## config.mk

```make
export PLATFORM = sky130hd
export DESIGN_NAME = scaler_block_sequencer_flat
export DESIGN_NICKNAME = d
export VERILOG_FILES = /design/src/rtl/scaler_block_sequencer_pkg.sv /design/src/rtl/scaler_block_sequencer_if.sv /design/src/rtl/scaler_block_sequencer_peak_to_shift.sv /design/src/rtl/scaler_block_sequencer.sv /design/src/flat_wrapper.sv
export SDC_FILE = /design/constraint.sdc
export NUM_CORES = 1
export LEC_CHECK = 0
export ABC_AREA = 0
export CELL_PAD_IN_SITES_DETAIL_PLACEMENT = 0
export CELL_PAD_IN_SITES_GLOBAL_PLACEMENT = 1
export CORE_UTILIZATION = 42
export DETAILED_ROUTE_END_ITERATION = 12
export GPL_ROUTABILITY_DRIVEN = 0
export PLACE_DENSITY_LB_ADDON = 0.12
export SYNTH_ARGS = -nofsm -noshare
export SYNTH_HDL_FRONTEND = slang
export SYNTH_SLANG_ARGS = --single-unit
export TNS_END_PERCENT = 5
```

## constraint.sdc

```tcl
create_clock -name clk -period 14.4 [get_ports clk]
set_input_delay 2.88 -clock clk [delete_from_list [all_inputs] [get_ports clk]]
set_output_delay 2.88 -clock clk [all_outputs]
set_load 0.005 [all_outputs]
```

## src/rtl/scaler_block_sequencer_pkg.sv

```systemverilog
`default_nettype none
// ============================================================================
// Module   : scaler_block_sequencer_pkg
// Purpose  : Shared sizes, sequencer state type and saturating magnitude.
// Revision : 1.0 - initial release
// ============================================================================
package scaler_block_sequencer_pkg;

  localparam int INPUT_DATA_BITWIDTH  = 32;
  localparam int BLOCK_SIZE           = 1024;
  localparam int ADDR_BITWIDTH        = 10;
  localparam int SHIFT_BITWIDTH       = 4;
  localparam int BLOCK_COUNT_BITWIDTH = 8;

  typedef enum logic [0:0] {
    IDLE    = 1'b0,
    COLLECT = 1'b1
  } state_e;

  // |x| for a 16-bit two's complement value; -32768 clips to 32767.
  function automatic logic [15:0] sat_abs(input logic [15:0] x);
    if (x == 16'h8000) begin
      return 16'h7fff;
    end else if (x[15]) begin
      return (~x) + 16'd1;
    end else begin
      return x;
    end
  endfunction

endpackage
`default_nettype wire

```

## src/rtl/scaler_block_sequencer_if.sv

```systemverilog
`default_nettype none
// ============================================================================
// Module   : scaler_block_sequencer_if
// Purpose  : Sample input and buffer/readout control bundle.
// Revision : 1.0 - initial release
// ============================================================================
interface scaler_block_sequencer_if
  import scaler_block_sequencer_pkg::*;
#(
  parameter int INPUT_DATA_BITWIDTH  = scaler_block_sequencer_pkg::INPUT_DATA_BITWIDTH,
  parameter int ADDR_BITWIDTH        = scaler_block_sequencer_pkg::ADDR_BITWIDTH,
  parameter int SHIFT_BITWIDTH       = scaler_block_sequencer_pkg::SHIFT_BITWIDTH,
  parameter int BLOCK_COUNT_BITWIDTH = scaler_block_sequencer_pkg::BLOCK_COUNT_BITWIDTH
);
  logic                            syncTo10ms;
  logic [INPUT_DATA_BITWIDTH-1:0]  inData;
  logic                            inValid;
  logic                            wrEn;
  logic                            wrBank;
  logic [ADDR_BITWIDTH-1:0]        wrAddr;
  logic                            rdEn;
  logic                            rdBank;
  logic [ADDR_BITWIDTH-1:0]        rdAddr;
  logic                            rdLast;
  logic                            hdrValid;
  logic [15:0]                     blockPeak;
  logic [SHIFT_BITWIDTH-1:0]       blockShift;
  logic [BLOCK_COUNT_BITWIDTH-1:0] blockCount;
  logic                            syncErr;

  modport master (
    output syncTo10ms, inData, inValid,
    input  wrEn, wrBank, wrAddr, rdEn, rdBank, rdAddr, rdLast, hdrValid,
    input  blockPeak, blockShift, blockCount, syncErr
  );

  modport slave (
    input  syncTo10ms, inData, inValid,
    output wrEn, wrBank, wrAddr, rdEn, rdBank, rdAddr, rdLast, hdrValid,
    output blockPeak, blockShift, blockCount, syncErr
  );
endinterface
`default_nettype wire

```

## src/rtl/scaler_block_sequencer_peak_to_shift.sv

```systemverilog
`default_nettype none
// ============================================================================
// Module   : scaler_block_sequencer_peak_to_shift
// Purpose  : Peak magnitude to normalising left shift (14 - msb index).
// Revision : 1.0 - initial release
// ============================================================================
module scaler_block_sequencer_peak_to_shift #(
  parameter int SHIFT_BITWIDTH = 4
) (
  input  wire logic [15:0]               i_peak,
  output logic      [SHIFT_BITWIDTH-1:0] o_shift
);

  // Ascending scan: the highest set bit is the last one to write o_shift.
  always_comb begin
    o_shift = SHIFT_BITWIDTH'(14);
    for (int i = 0; i < 15; i++) begin
      if (i_peak[i]) o_shift = SHIFT_BITWIDTH'(14 - i);
    end
    if (i_peak[15]) o_shift = '0;
  end

endmodule
`default_nettype wire

```

## src/rtl/scaler_block_sequencer.sv

```systemverilog
`default_nettype none
// ============================================================================
// Module   : scaler_block_sequencer
// Purpose  : Frames samples into ping-pong banks, tracks block peak/shift and
//            sequences readout of each finished bank.
// Revision : 1.0 - initial release
// ============================================================================
module scaler_block_sequencer
  import scaler_block_sequencer_pkg::*;
#(
  parameter int INPUT_DATA_BITWIDTH  = 32,
  parameter int BLOCK_SIZE           = 1024,
  parameter int ADDR_BITWIDTH        = 10,
  parameter int SHIFT_BITWIDTH       = 4,
  parameter int BLOCK_COUNT_BITWIDTH = 8
) (
  input  wire logic                clk,
  input  wire logic                rst,
  scaler_block_sequencer_if.slave  bus
);

  localparam logic [ADDR_BITWIDTH-1:0] LAST_ADDR = ADDR_BITWIDTH'(BLOCK_SIZE - 1);

  state_e                          state_q, state_d;
  logic [ADDR_BITWIDTH-1:0]        count_q, count_d;
  logic [ADDR_BITWIDTH-1:0]        rd_addr_q, rd_addr_d;
  logic [15:0]                     acc_q, acc_d, peak_q, peak_d;
  logic [SHIFT_BITWIDTH-1:0]       shift_q, shift_d;
  logic                            wr_bank_q, wr_bank_d, rd_bank_q, rd_bank_d;
  logic                            rd_active_q, rd_active_d;
  logic [BLOCK_COUNT_BITWIDTH-1:0] blk_cnt_q, blk_cnt_d;

  logic                     w_sync, w_accept, w_complete;
  logic [ADDR_BITWIDTH-1:0] w_idx;
  logic [15:0]              w_mag_i, w_mag_q, w_acc_base, w_acc_new;
  logic [SHIFT_BITWIDTH-1:0] w_shift;

  assign w_sync     = bus.syncTo10ms;
  assign w_mag_i    = sat_abs(bus.inData[15:0]);
  assign w_mag_q    = sat_abs(bus.inData[INPUT_DATA_BITWIDTH-1 -: 16]);
  // A sync restarts the block, so a coincident sample lands at index 0.
  assign w_accept   = bus.inValid && (state_q == COLLECT || w_sync);
  assign w_idx      = w_sync ? '0 : count_q;
  assign w_complete = w_accept && (w_idx == LAST_ADDR);
  assign w_acc_base = w_sync ? 16'd0 : acc_q;

  always_comb begin
    w_acc_new = w_acc_base;
    if (w_mag_i > w_acc_new) w_acc_new = w_mag_i;
    if (w_mag_q > w_acc_new) w_acc_new = w_mag_q;
  end

  scaler_block_sequencer_peak_to_shift #(
    .SHIFT_BITWIDTH (SHIFT_BITWIDTH)
  ) u_peak_to_shift (
    .i_peak  (w_acc_new),
    .o_shift (w_shift)
  );

  always_comb begin
    state_d     = state_q;
    count_d     = count_q;
    acc_d       = acc_q;
    peak_d      = peak_q;
    shift_d     = shift_q;
    wr_bank_d   = wr_bank_q;
    rd_bank_d   = rd_bank_q;
    rd_active_d = rd_active_q;
    rd_addr_d   = rd_addr_q;
    blk_cnt_d   = blk_cnt_q;

    if (w_sync) begin
      state_d   = COLLECT;
      count_d   = '0;
      acc_d     = '0;
      blk_cnt_d = '0;
    end
    if (w_accept) begin
      acc_d   = w_acc_new;
      count_d = w_idx + 1'b1;
    end

    if (rd_active_q) begin
      rd_addr_d = rd_addr_q + 1'b1;
      if (rd_addr_q == LAST_ADDR) rd_active_d = 1'b0;
    end

    // Completion captures the final peak and hands the bank to readout.
    if (w_complete) begin
      count_d     = '0;
      acc_d       = '0;
      peak_d      = w_acc_new;
      shift_d     = w_shift;
      wr_bank_d   = ~wr_bank_q;
      blk_cnt_d   = blk_cnt_q + 1'b1;
      rd_active_d = 1'b1;
      rd_addr_d   = '0;
      rd_bank_d   = wr_bank_q;
    end
  end

  always_ff @(posedge clk or negedge rst) begin
    if (!rst) begin
      state_q     <= IDLE;
      count_q     <= '0;
      acc_q       <= '0;
      peak_q      <= '0;
      shift_q     <= '0;
      wr_bank_q   <= 1'b0;
      rd_bank_q   <= 1'b0;
      rd_active_q <= 1'b0;
      rd_addr_q   <= '0;
      blk_cnt_q   <= '0;
    end else begin
      state_q     <= state_d;
      count_q     <= count_d;
      acc_q       <= acc_d;
      peak_q      <= peak_d;
      shift_q     <= shift_d;
      wr_bank_q   <= wr_bank_d;
      rd_bank_q   <= rd_bank_d;
      rd_active_q <= rd_active_d;
      rd_addr_q   <= rd_addr_d;
      blk_cnt_q   <= blk_cnt_d;
    end
  end

  assign bus.wrEn       = rst && w_accept;
  assign bus.wrBank     = wr_bank_q;
  assign bus.wrAddr     = w_idx;
  assign bus.syncErr    = rst && w_sync && (state_q == COLLECT) && (count_q != '0);
  assign bus.rdEn       = rd_active_q;
  assign bus.rdBank     = rd_bank_q;
  assign bus.rdAddr     = rd_addr_q;
  assign bus.hdrValid   = rd_active_q && (rd_addr_q == '0);
  assign bus.rdLast     = rd_active_q && (rd_addr_q == LAST_ADDR);
  assign bus.blockPeak  = peak_q;
  assign bus.blockShift = shift_q;
  assign bus.blockCount = blk_cnt_q;

endmodule
`default_nettype wire

```

## src/flat_wrapper.sv

```systemverilog
// flat-port wrapper written by rule: the top's interface ports become plain ports
module scaler_block_sequencer_flat import scaler_block_sequencer_pkg::*;
#(
  parameter int INPUT_DATA_BITWIDTH  = 32,
  parameter int BLOCK_SIZE           = 1024,
  parameter int ADDR_BITWIDTH        = 10,
  parameter int SHIFT_BITWIDTH       = 4,
  parameter int BLOCK_COUNT_BITWIDTH = 8
)
  (clk, rst, bus_syncTo10ms, bus_inData, bus_inValid, bus_wrEn, bus_wrBank, bus_wrAddr, bus_rdEn, bus_rdBank, bus_rdAddr, bus_rdLast, bus_hdrValid, bus_blockPeak, bus_blockShift, bus_blockCount, bus_syncErr);
  scaler_block_sequencer_if #(.INPUT_DATA_BITWIDTH(INPUT_DATA_BITWIDTH), .ADDR_BITWIDTH(ADDR_BITWIDTH), .SHIFT_BITWIDTH(SHIFT_BITWIDTH), .BLOCK_COUNT_BITWIDTH(BLOCK_COUNT_BITWIDTH)) bus_i ();
  input  wire logic clk;
  input  wire logic rst;
  input wire logic [$bits(bus_i.syncTo10ms)-1:0] bus_syncTo10ms;
  input wire logic [$bits(bus_i.inData)-1:0] bus_inData;
  input wire logic [$bits(bus_i.inValid)-1:0] bus_inValid;
  output wire logic [$bits(bus_i.wrEn)-1:0] bus_wrEn;
  output wire logic [$bits(bus_i.wrBank)-1:0] bus_wrBank;
  output wire logic [$bits(bus_i.wrAddr)-1:0] bus_wrAddr;
  output wire logic [$bits(bus_i.rdEn)-1:0] bus_rdEn;
  output wire logic [$bits(bus_i.rdBank)-1:0] bus_rdBank;
  output wire logic [$bits(bus_i.rdAddr)-1:0] bus_rdAddr;
  output wire logic [$bits(bus_i.rdLast)-1:0] bus_rdLast;
  output wire logic [$bits(bus_i.hdrValid)-1:0] bus_hdrValid;
  output wire logic [$bits(bus_i.blockPeak)-1:0] bus_blockPeak;
  output wire logic [$bits(bus_i.blockShift)-1:0] bus_blockShift;
  output wire logic [$bits(bus_i.blockCount)-1:0] bus_blockCount;
  output wire logic [$bits(bus_i.syncErr)-1:0] bus_syncErr;
  assign bus_i.syncTo10ms = bus_syncTo10ms;
  assign bus_i.inData = bus_inData;
  assign bus_i.inValid = bus_inValid;
  assign bus_wrEn = bus_i.wrEn;
  assign bus_wrBank = bus_i.wrBank;
  assign bus_wrAddr = bus_i.wrAddr;
  assign bus_rdEn = bus_i.rdEn;
  assign bus_rdBank = bus_i.rdBank;
  assign bus_rdAddr = bus_i.rdAddr;
  assign bus_rdLast = bus_i.rdLast;
  assign bus_hdrValid = bus_i.hdrValid;
  assign bus_blockPeak = bus_i.blockPeak;
  assign bus_blockShift = bus_i.blockShift;
  assign bus_blockCount = bus_i.blockCount;
  assign bus_syncErr = bus_i.syncErr;
  scaler_block_sequencer #(.INPUT_DATA_BITWIDTH(INPUT_DATA_BITWIDTH), .BLOCK_SIZE(BLOCK_SIZE), .ADDR_BITWIDTH(ADDR_BITWIDTH), .SHIFT_BITWIDTH(SHIFT_BITWIDTH), .BLOCK_COUNT_BITWIDTH(BLOCK_COUNT_BITWIDTH)) u_core (.clk(clk), .rst(rst), .bus(bus_i));
endmodule
```

[Word-level counts from Yosys, hierarchy flattened]
Index checks and enable logic that the tools add are counted.
W data, S select, Z words.
Cells by class
  divide/modulo/power cells: 0
  mux-type cells: 34
  multiply operators: 0
  reduce and logical (&&, ||, !) cells: 13
  $lt $le $gt $ge: 2
  eq/ne operators: 4
  add/sub/neg operators: 5
  shifts and indexed selects: 0
  bitwise operators: 3
Operators with widths (count)
  $mux W16: 9
  $mux W4: 14
  $mux W10: 5
  $add A16 B1 Y16 const B: 2
  $eq A16 B16 Y1 const B: 2
  $gt A16 B16 Y1: 2
  $not A16 Y16: 2
  $add A10 B1 Y10 const B: 2
  $eq A10 B10 Y1 const B: 2
  $mux W8: 2
  $logic_not A10 Y1: 1
  $reduce_bool A10 Y1: 1
  $add A8 B1 Y8 const B: 1
  $logic_and A1 B1 Y1: 8
  $reduce_bool A2 Y1: 2
  $mux W1: 3
  $mux W2: 1
  $logic_or A1 B1 Y1: 1
  $not A1 Y1: 1
Word-level totals
  memories kept: 0
  latch bits: 0
  output and inout bits: 55
  bits of input ports: 36
  memory bits (writable): 0
  bits in read-only memories: 0
  register bits: 68

[Logic depth before layout (Yosys ltp)]
Gate-level depths: netlist of the first run.
  depth after elaboration: 23
  mapped depth: 34
  gate-level depth less buffers: 29

[Modules after synthesis]
A second synthesis of the first run with hierarchy kept.
Unflattened totals
  cell total of the unflattened synthesis: 669
  area total of the unflattened synthesis: 5447.7 sq um
By module, submodules not included
  scaler_block_sequencer: cells an instance 643, instances 1, area an instance 5311.3 sq um, seq. area each 1701.6 sq um
  scaler_block_sequencer_peak_to_shift: cells an instance 26, instances 1, area an instance 136.4 sq um, seq. area each 0.0 sq um

[Worst setup path after synthesis of the first run]
No wires, ideal clock.
  path kind: input -> register
  start point: input port bus_inData[3]
  end point: register u_core.acc_q[14]
  path slack: 5455 ps
  library setup time: 94 ps
  buffers on the path: 4
  stages on the path: 27
  arrival: 8851 ps
  cell sequence: or3_1 or4_1 or3_1 o31a_1 xnor2_1 nand2_1 ha_1 nand2_1 nor2_1 nand4_1 o311a_2 or2_1 buf_6 buf_2 buf_2 nand2_1 o21ai_0 ha_1 nand3_1 or4_1 a211oi_1 nor2_1 a211oi_1 mux2i_4 buf_6 mux2_1 a211oi_1
Between the ends
  longest elaborated chain between the ends: 10
Ends and longest elaborated chain
  start: declaration: RTL line flat_wrapper.sv:15  | input wire logic [$bits(bus_i.inData)-1:0] bus_inData;
  $not A16 Y16: RTL line scaler_block_sequencer_pkg.sv:25  | return (~x) + 16'd1;
  $add A16 B1 Y16: RTL line scaler_block_sequencer_pkg.sv:25
  $mux W16: RTL line scaler_block_sequencer_pkg.sv:24  | end else if (x[15]) begin
  $mux W16 *: RTL line scaler_block_sequencer_pkg.sv:22  | if (x == 16'h8000) begin
  $gt A16 B16 Y1: RTL line scaler_block_sequencer.sv:49  | if (w_mag_i > w_acc_new) w_acc_new = w_mag_i;
  $mux W16 *: RTL line scaler_block_sequencer.sv:49
  $gt A16 B16 Y1: RTL line scaler_block_sequencer.sv:50  | if (w_mag_q > w_acc_new) w_acc_new = w_mag_q;
  $mux W16 *: RTL line scaler_block_sequencer.sv:50
  $mux W16 *: RTL line scaler_block_sequencer.sv:78  | if (w_accept) begin
  $mux W16 *: RTL line scaler_block_sequencer.sv:89  | if (w_complete) begin
  net u_core.acc_d[14]: RTL line scaler_block_sequencer.sv:27  | logic [15:0] acc_q, acc_d, peak_q, peak_d;
  end signal: assignment: RTL line scaler_block_sequencer.sv:106  | acc_q <= '0;
  end signal: assignment: RTL line scaler_block_sequencer.sv:117  | acc_q <= acc_d;
  end: declaration: RTL line scaler_block_sequencer.sv:27
Mark *: on every way through the listed nets, which the timed path passes. The rest lies on a longest branch.
A chain may end at the register's enable or synchronous reset.

[Worst setup path after layout of the first run]
  start point: input port bus_inData[3]
  end point: register u_core.shift_q[2] (netlist: u_core.bus.blockShift[2])
Between the ends
  longest elaborated chain between the ends: 21
Ends and longest elaborated chain
  $not A16 Y16: RTL line scaler_block_sequencer_pkg.sv:25
  $add A16 B1 Y16: RTL line scaler_block_sequencer_pkg.sv:25
  $mux W16: RTL line scaler_block_sequencer_pkg.sv:24
  $mux W16 *: RTL line scaler_block_sequencer_pkg.sv:22
  $gt A16 B16 Y1: RTL line scaler_block_sequencer.sv:49
  $mux W16 *: RTL line scaler_block_sequencer.sv:49
  $gt A16 B16 Y1: RTL line scaler_block_sequencer.sv:50
  $mux W16 *: RTL line scaler_block_sequencer.sv:50
  $mux W4 (12 in series): RTL line scaler_block_sequencer_peak_to_shift.sv:18  | if (i_peak[i]) o_shift = SHIFT_BITWIDTH'(14 - i);
  $mux W4 *: RTL line scaler_block_sequencer_peak_to_shift.sv:20  | if (i_peak[15]) o_shift = '0;
  end signal: assignment: RTL line scaler_block_sequencer.sv:119  | shift_q <= shift_d;
  end: declaration: RTL line scaler_block_sequencer.sv:28  | logic [SHIFT_BITWIDTH-1:0] shift_q, shift_d;
Mark *: on every way between the ends. The rest lies on a longest branch, timed or not.

==> flow_summary.json, run 1 <==
{
  "outcome": "finished clean",
  "reported_leakage_power_uw": 0.00292,
  "fill_cells": 1204,
  "height_of_the_die_um": 114,
  "grt_remaining_overflow": 0,
  "grt_first_pass_wirelength_mm": 22.7,
  "tritoncts.num_buffers": 9,
  "multiInputGateArea_um2": 3340,
  "fin_setup_tns_ns": 0,
  "synth_area_um2": 5270,
  "route.detailed.wl_per_inst_um": 15.7,
  "area.sequential_um2": 1700,
  "asyncSetResetFlopFracSynth_pct": 100,
  "clk_root_buffer_cell": "sky130_fd_sc_hd__clkbuf_16",
  "criticalPathCategory": "in -> reg",
  "num_vias": 4846,
  "p_per_area_nw_per_um2": 128,
  "worstHoldPathType": "reg -> reg",
  "layout_worst_path_cycle_share_pct": 76.7,
  "path_max_fanout": 37,
  "postCtsSetupBuffers": 0,
  "grt.total_usage_pct": 22.4,
  "fp.dieW_um": 114,
  "initial_core_util_pct": 43.5,
  "wirelength_mm": 14.2,
  "synth.net_count": 728,
  "worstSetupEndpointType": "flop",
  "num_antenna_cells": 0,
  "synth_edf_count": 0,
  "postSynthCellCount": 656,
  "coreArea_um2": 12100,
  "layout_common_cells": "119 x sky130_fd_sc_hd__nand2_1, 89 x sky130_fd_sc_hd__clkdlybuf4s50_1, 68 x sky130_fd_sc_hd__dfrtp_1, 64 x sky130_fd_sc_hd__nor2_1",
  "worst-slew-pin-transition_ns": 1.10,
  "critical_path_required_ns": 14.65,
  "finalCriticalPeriod_ns": 11.04,
  "synth_warnings": 0,
  "max_cap_violations": 0,
  "postLayoutCoreUtil_pct": 54.1,
  "hold_ws_ns": 0.482,
  "drt_iter0_drc": 356,
  "cts-htree-levels": 3,
  "cp_data_arrival_time_ns": 11.29,
  "synth_sequential_area_ratio_pct": 32.3,
  "final.setup_skew_ns": 0.00635,
  "cts_hold_buf": 0,
  "routed_via_density": 5.37,
  "antenna_left": 0,
  "cts_tree": "built",
  "drive_above_1_share_pct": 5.03,
  "setup_viol_count_final": 0,
  "report.final.slew_viol_count": 0,
  "max_freq_mhz": 90.5,
  "row_cnt": 40,
  "most_common_cell_after_layout_fill_and_taps_aside": "sky130_fd_sc_hd__nand2_1",
  "final-hold-violation-count": 0,
  "drc": 0,
  "synthesis.area_per_instance_um2": 8.04,
  "place_hpwl_mm": 10.8,
  "initial_antenna_violation_count": 0,
  "clkLatencyLatePin_ns": 0.33,
  "slew_headroom_pct": 25.2,
  "pin_count": 91,
  "synth_ff_type": "sky130_fd_sc_hd__dfrtp_1",
  "synth_seq_cells": 68,
  "io_buffers": 90,
  "report.power.total_uw": 837,
  "final_nets": 803,
  "synthDistinctLibCells": 62,
  "die_area_um2": 13000,
  "clkTransAtPathRegs_ns": 0.05,
  "setup.worst_path.start_class": "input pin",
  "fin_area_um2": 6550,
  "peakVddDrop_v": 0.0000640,
  "cts_sinks": 68,
  "post_cts.resized_instances": 0,
  "detailed_place.area_um2": 6270,
  "grt_setup_unrepaired": "no",
  "first_global_vias": 4440,
  "synthToLayoutAreaGrowth_pct": 24.3,
  "cts_buffer_depth": 2,
  "detail_route.first_pass.iterations": 5,
  "pin_count_of_the_biggest_net_entering_global_routing": 71
}
[flip-flops by register name, indices dropped and copies added (netlist names)]
signal	count
u_core.count_q	10
u_core.state_q	1
u_core.bus.blockCount	8
u_core.bus.rdAddr	10
u_core.bus.rdBank	1
u_core.bus.blockPeak	16
u_core.bus.wrBank	1
u_core.acc_q	16
u_core.bus.blockShift	4
u_core.bus.rdEn	1
[cells by family (layout without fill, tap and decap cells)]
family	Yosys count	in the layout	share of synthesized area, %
AO/OA/AOI/OAI	132	132	15.8
adder cells (fa/ha/maj)	36	36	8.54
AND/OR/NAND/NOR	298	298	26.8
flip-flops	68	68	32.3
buffers and inverters	54	133	4.34
XOR/XNOR	46	46	7.64
multiplexers	22	22	4.58
[cells in the mapped netlist (7+ instances only)]
| library cell | count | share of area, % |
|---|---|---|
| sky130_fd_sc_hd__nand2_1 | 119 | 8.5 |
| sky130_fd_sc_hd__dfrtp_1 | 68 | 32 |
| sky130_fd_sc_hd__nor2_1 | 64 | 4.6 |
| sky130_fd_sc_hd__a21oi_1 | 36 | 3.4 |
| sky130_fd_sc_hd__ha_1 | 36 | 8.5 |
| sky130_fd_sc_hd__o21ai_0 | 30 | 2.8 |
| sky130_fd_sc_hd__xor2_1 | 29 | 4.8 |
| sky130_fd_sc_hd__inv_1 | 25 | 1.8 |
| sky130_fd_sc_hd__nor2b_1 | 20 | 2.4 |
| sky130_fd_sc_hd__clkbuf_1 | 17 | 1.2 |
| sky130_fd_sc_hd__xnor2_1 | 17 | 2.8 |
| sky130_fd_sc_hd__and3_1 | 16 | 1.9 |
| sky130_fd_sc_hd__a211oi_1 | 15 | 2.1 |
| sky130_fd_sc_hd__mux2i_1 | 14 | 2.7 |
| sky130_fd_sc_hd__nand3_1 | 14 | 1.3 |
| sky130_fd_sc_hd__nor3_1 | 11 | 1.0 |
| sky130_fd_sc_hd__nor4_1 | 9 | 1.1 |
| sky130_fd_sc_hd__o31ai_1 | 9 | 1.3 |
| sky130_fd_sc_hd__o21ai_1 | 8 | 0.76 |
| sky130_fd_sc_hd__and2_1 | 7 | 0.83 |
| sky130_fd_sc_hd__nand4_1 | 7 | 0.83 |
[power by group]
group	switching, uW	internal (uW)
combinational	262	149
clock	73.2	137
sequential	5.43	211
[per-layer routing]
| metal | vias up | share of wire (%) | track usage (%) |
|---|---|---|---|
| met5 | - | 0 | 0 |
| met4 | 0 | 2.0 | 5.54 |
| met3 | 18 | 5.0 | 4.94 |
| met2 | 146 | 44 | 34.1 |
| met1 | 2231 | 49 | 32.2 |
| li1 | 2451 | - | - |
[worst max-delay path, cell delays in order]
cell,delay (ns)
sky130_fd_sc_hd__clkdlybuf4s50_1,0.46
sky130_fd_sc_hd__or3_1,0.48
sky130_fd_sc_hd__or4_1,0.46
sky130_fd_sc_hd__or3_1,0.39
sky130_fd_sc_hd__o31a_1,0.27
sky130_fd_sc_hd__xnor2_1,0.14
sky130_fd_sc_hd__nand2_1,0.12
sky130_fd_sc_hd__ha_1,0.34
sky130_fd_sc_hd__nand2_1,0.05
sky130_fd_sc_hd__nor2_1,0.12
sky130_fd_sc_hd__nand4_1,0.15
sky130_fd_sc_hd__o31ai_2,0.57
sky130_fd_sc_hd__or2_1,0.93
sky130_fd_sc_hd__o21ai_0,0.50
sky130_fd_sc_hd__ha_1,0.44
sky130_fd_sc_hd__nand3_1,0.10
sky130_fd_sc_hd__nor3_1,0.06
sky130_fd_sc_hd__a221oi_1,0.28
sky130_fd_sc_hd__o21ai_0,0.25
sky130_fd_sc_hd__nor4b_1,0.40
sky130_fd_sc_hd__a211oi_1,0.13
sky130_fd_sc_hd__mux2i_4,0.87
sky130_fd_sc_hd__mux2i_1,0.33
sky130_fd_sc_hd__nor3_2,0.30
sky130_fd_sc_hd__nand2b_1,0.12
sky130_fd_sc_hd__o21ai_1,0.16
[per-stage QoR]
stage / cells / worst slack, ns
after floorplan: 656 / 5.45
after global routing: 903 / 2.67
after detailed placement: 888 / 3.21
final: 903 / 3.36
after global placement: 888 / 3.51
after CTS: 903 / 3.48
[final timing paths]
check	slack [ns]	start	end	cells after the start
setup / recovery	3.36	bus_inData[3]	u_core.bus.blockShift[2]$_DFFE_PN0P_	26
hold / removal	0.48	u_core.bus.blockPeak[12]$_DFFE_PN0P_	u_core.bus.blockPeak[12]$_DFFE_PN0P_	2
setup reg to reg	7.39	u_core.acc_q[4]$_DFF_PN0_	u_core.bus.blockShift[2]$_DFFE_PN0P_	20
hold reg to reg	0.48	u_core.bus.blockPeak[12]$_DFFE_PN0P_	u_core.bus.blockPeak[12]$_DFFE_PN0P_	2
max in group asynchronous	11.09	rst	u_core.bus.blockPeak[2]$_DFFE_PN0P_	2
min in group asynchronous	2.76	rst	u_core.bus.blockCount[7]$_DFFE_PN0P_	2
[layout make-up]
type	instances	area share, %
multi-input cells	534	51.0
flip-flops and latches	68	26.0
repair buffers	93	14.0
clock buffers	13	3.82
well taps	168	3.21
inverters	25	1.43
clock inverters	2	0.535
Note: power is estimated with default switching activity, not from simulation.
==> run 2, diff against run 1 <==
Settings changed: CORE_UTILIZATION 42 to 40.
Clock period 14.4 ns to 11.4 ns, I/O delays scaled along.
==> flow_summary.json, run 2 (same netlist as run 1, synthesis figures left out) <==
{
  "netSwitchingFraction_pct": 41.1,
  "cts_sinks": 68,
  "worst_setup_path_startpoint": "bus_inData[3]",
  "antenna_left": 0,
  "reg2reg_slack_ns": 4.50,
  "row_cnt": 41,
  "criticalPathCategory": "in -> reg",
  "drive_above_1_share_pct": 5.16,
  "num_antenna_cells": 0,
  "crit_path_max_incr_delay_ns": 0.93,
  "slew_headroom_pct": 25.9,
  "num_vias": 4905,
  "cts-htree-levels": 3,
  "netSwitchingPower_uw": 432,
  "p_int_uw": 618,
  "drc": 0,
  "layout_common_cells": "119 x sky130_fd_sc_hd__nand2_1, 89 x sky130_fd_sc_hd__clkdlybuf4s50_1, 68 x sky130_fd_sc_hd__dfrtp_1, 64 x sky130_fd_sc_hd__nor2_1",
  "clk_root_buffer_cell": "sky130_fd_sc_hd__clkbuf_16",
  "hp-start": "u_core.bus.blockPeak[12]$_DFFE_PN0P_",
  "first_global_vias": 4482,
  "worstSetupEndpointType": "flop",
  "crit_path_top_delay_cell": "sky130_fd_sc_hd__or2_1",
  "grt_remaining_overflow": 0,
  "peakVddDrop_v": 0.0000769,
  "postCtsSetupBuffers": 0,
  "fill_cells": 1297,
  "reported_leakage_power_uw": 0.00292,
  "fin_setup_tns_ns": 0,
  "clockPowerShare_pct": 24.4,
  "grt.total_usage_pct": 22.0,
  "fp.dieW_um": 117,
  "fin_area_um2": 6560,
  "max_freq_mhz": 96.9,
  "tritoncts.num_buffers": 9,
  "finalCriticalPeriod_ns": 10.32,
  "detail_route.first_pass.iterations": 5,
  "initial_core_util_pct": 41.4,
  "synthToLayoutAreaGrowth_pct": 24.3,
  "drt_iter0_drc": 275,
  "place_hpwl_mm": 10.9,
  "clkTransAtPathRegs_ns": 0.05,
  "setup.worst_path.start_class": "input pin",
  "post_cts.resized_instances": 0,
  "pin_count": 91,
  "critical_path_required_ns": 11.61,
  "clkLatencyLatePin_ns": 0.33,
  "worstHoldPathType": "reg -> reg",
  "r2r-end": "u_core.bus.blockShift[1]$_DFFE_PN0P_",
  "pin_count_of_the_biggest_net_entering_global_routing": 71,
  "initial_antenna_violation_count": 0,
  "grt_first_pass_wirelength_mm": 23.0,
  "seqPwrFrac_pct": 26.0,
  "setup_viol_count_final": 0,
  "max_cap_violations": 0,
  "route.detailed.wl_per_inst_um": 15.9,
  "final_nets": 803,
  "detailed_place.area_um2": 6270,
  "wirelength_mm": 14.4,
  "cts_buffer_depth": 2,
  "io_buffers": 90,
  "die_area_um2": 13600,
  "p_per_area_nw_per_um2": 160,
  "grt_setup_unrepaired": "no",
  "timing.rr.start": "u_core.acc_q[1]$_DFF_PN0_",
  "routed_via_density": 5.40,
  "report.final.slew_viol_count": 0,
  "most_common_cell_after_layout_fill_and_taps_aside": "sky130_fd_sc_hd__nand2_1",
  "cts_hold_buf": 0,
  "coreArea_um2": 12700,
  "height_of_the_die_um": 117,
  "final.setup_skew_ns": 0.00742,
  "comb_power_share_pct": 49.5,
  "cts_tree": "built",
  "outcome": "finished clean",
  "depth_of_the_worst_register_to_register_path": 20,
  "setup.worst_path.end": "u_core.bus.blockShift[1]$_DFFE_PN0P_",
  "final-hold-violation-count": 0,
  "layout_worst_path_cycle_share_pct": 90.5,
  "worst-slew-pin-transition_ns": 1.11,
  "cp_data_arrival_time_ns": 10.53,
  "path_max_fanout": 37
}
run 2: routing by layer:
layer	routed length, um	up-vias	share of wire (%)	track usage (%)
met3	681	13	4.7	3.86
met2	6380	138	44	34.1
met1	7200	2314	50	32.1
met4	136	0	0.94	4.64
met5	0	-	0	0
li1	-	2440	-	-
run 2: cell type report:
type	instances	area, um2	share of cell area, %
Tap cell	172	215	3.28
Clock inverter	1	5.00	0.0764
Clock buffer	15	278	4.24
Inverter	25	93.8	1.43
Timing Repair Buffer	93	918	14.0
Multi-Input combinational cell	534	3340	51.0
Sequential cell	68	1700	26.0
run 2: critical path: cells and delay by family:
family | cells | cell delay (ns)
compound gates | 8 | 2.16
simple gates | 12 | 3.31
buf+inv | 1 | 0.45
mux | 2 | 1.40
xor+xnor | 1 | 0.14
fa+ha+maj | 2 | 0.77
run 2: worst min-delay path by stage:
stage / to / slack, ns / cells after the start
CTS: u_core.bus.blockPeak[12]$_DFFE_PN0P_ / 0.47 / 2
finish: u_core.bus.blockPeak[12]$_DFFE_PN0P_ / 0.48 / 2
global placement: u_core.bus.blockPeak[12]$_DFFE_PN0P_ / 0.46 / 2
global route: u_core.bus.blockPeak[12]$_DFFE_PN0P_ / 0.49 / 2
floorplan: u_core.bus.blockPeak[0]$_DFFE_PN0P_ / 0.47 / 2
detailed placement: u_core.bus.blockPeak[12]$_DFFE_PN0P_ / 0.46 / 2
run 2: power by group through the flow:
stage / Clock (uW) / Combinational [uW] / Sequential [uW]
global placement: 0 / 502 / 276
detailed placement: 0 / 512 / 277
CTS: 263 / 515 / 273
finish: 257 / 520 / 274
global route: 274 / 576 / 276
floorplan: 0 / 384 / 275
run 2: through the flow:
step / total power (uW) / setup slack [ns] / hold slack, ns / utilization [%] / std cells
finish: 1050 / 1.08 / 0.475 / 51.5 / 908
global route: 1130 / 0.479 / 0.490 / 51.5 / 908
CTS: 1050 / 1.19 / 0.475 / 51.5 / 908
detailed placement: 788 / 0.890 / 0.462 / 49.3 / 892
global placement: 778 / 1.11 / 0.463 / 49.3 / 892
floorplan: 658 / 3.05 / 0.470 / - / 656
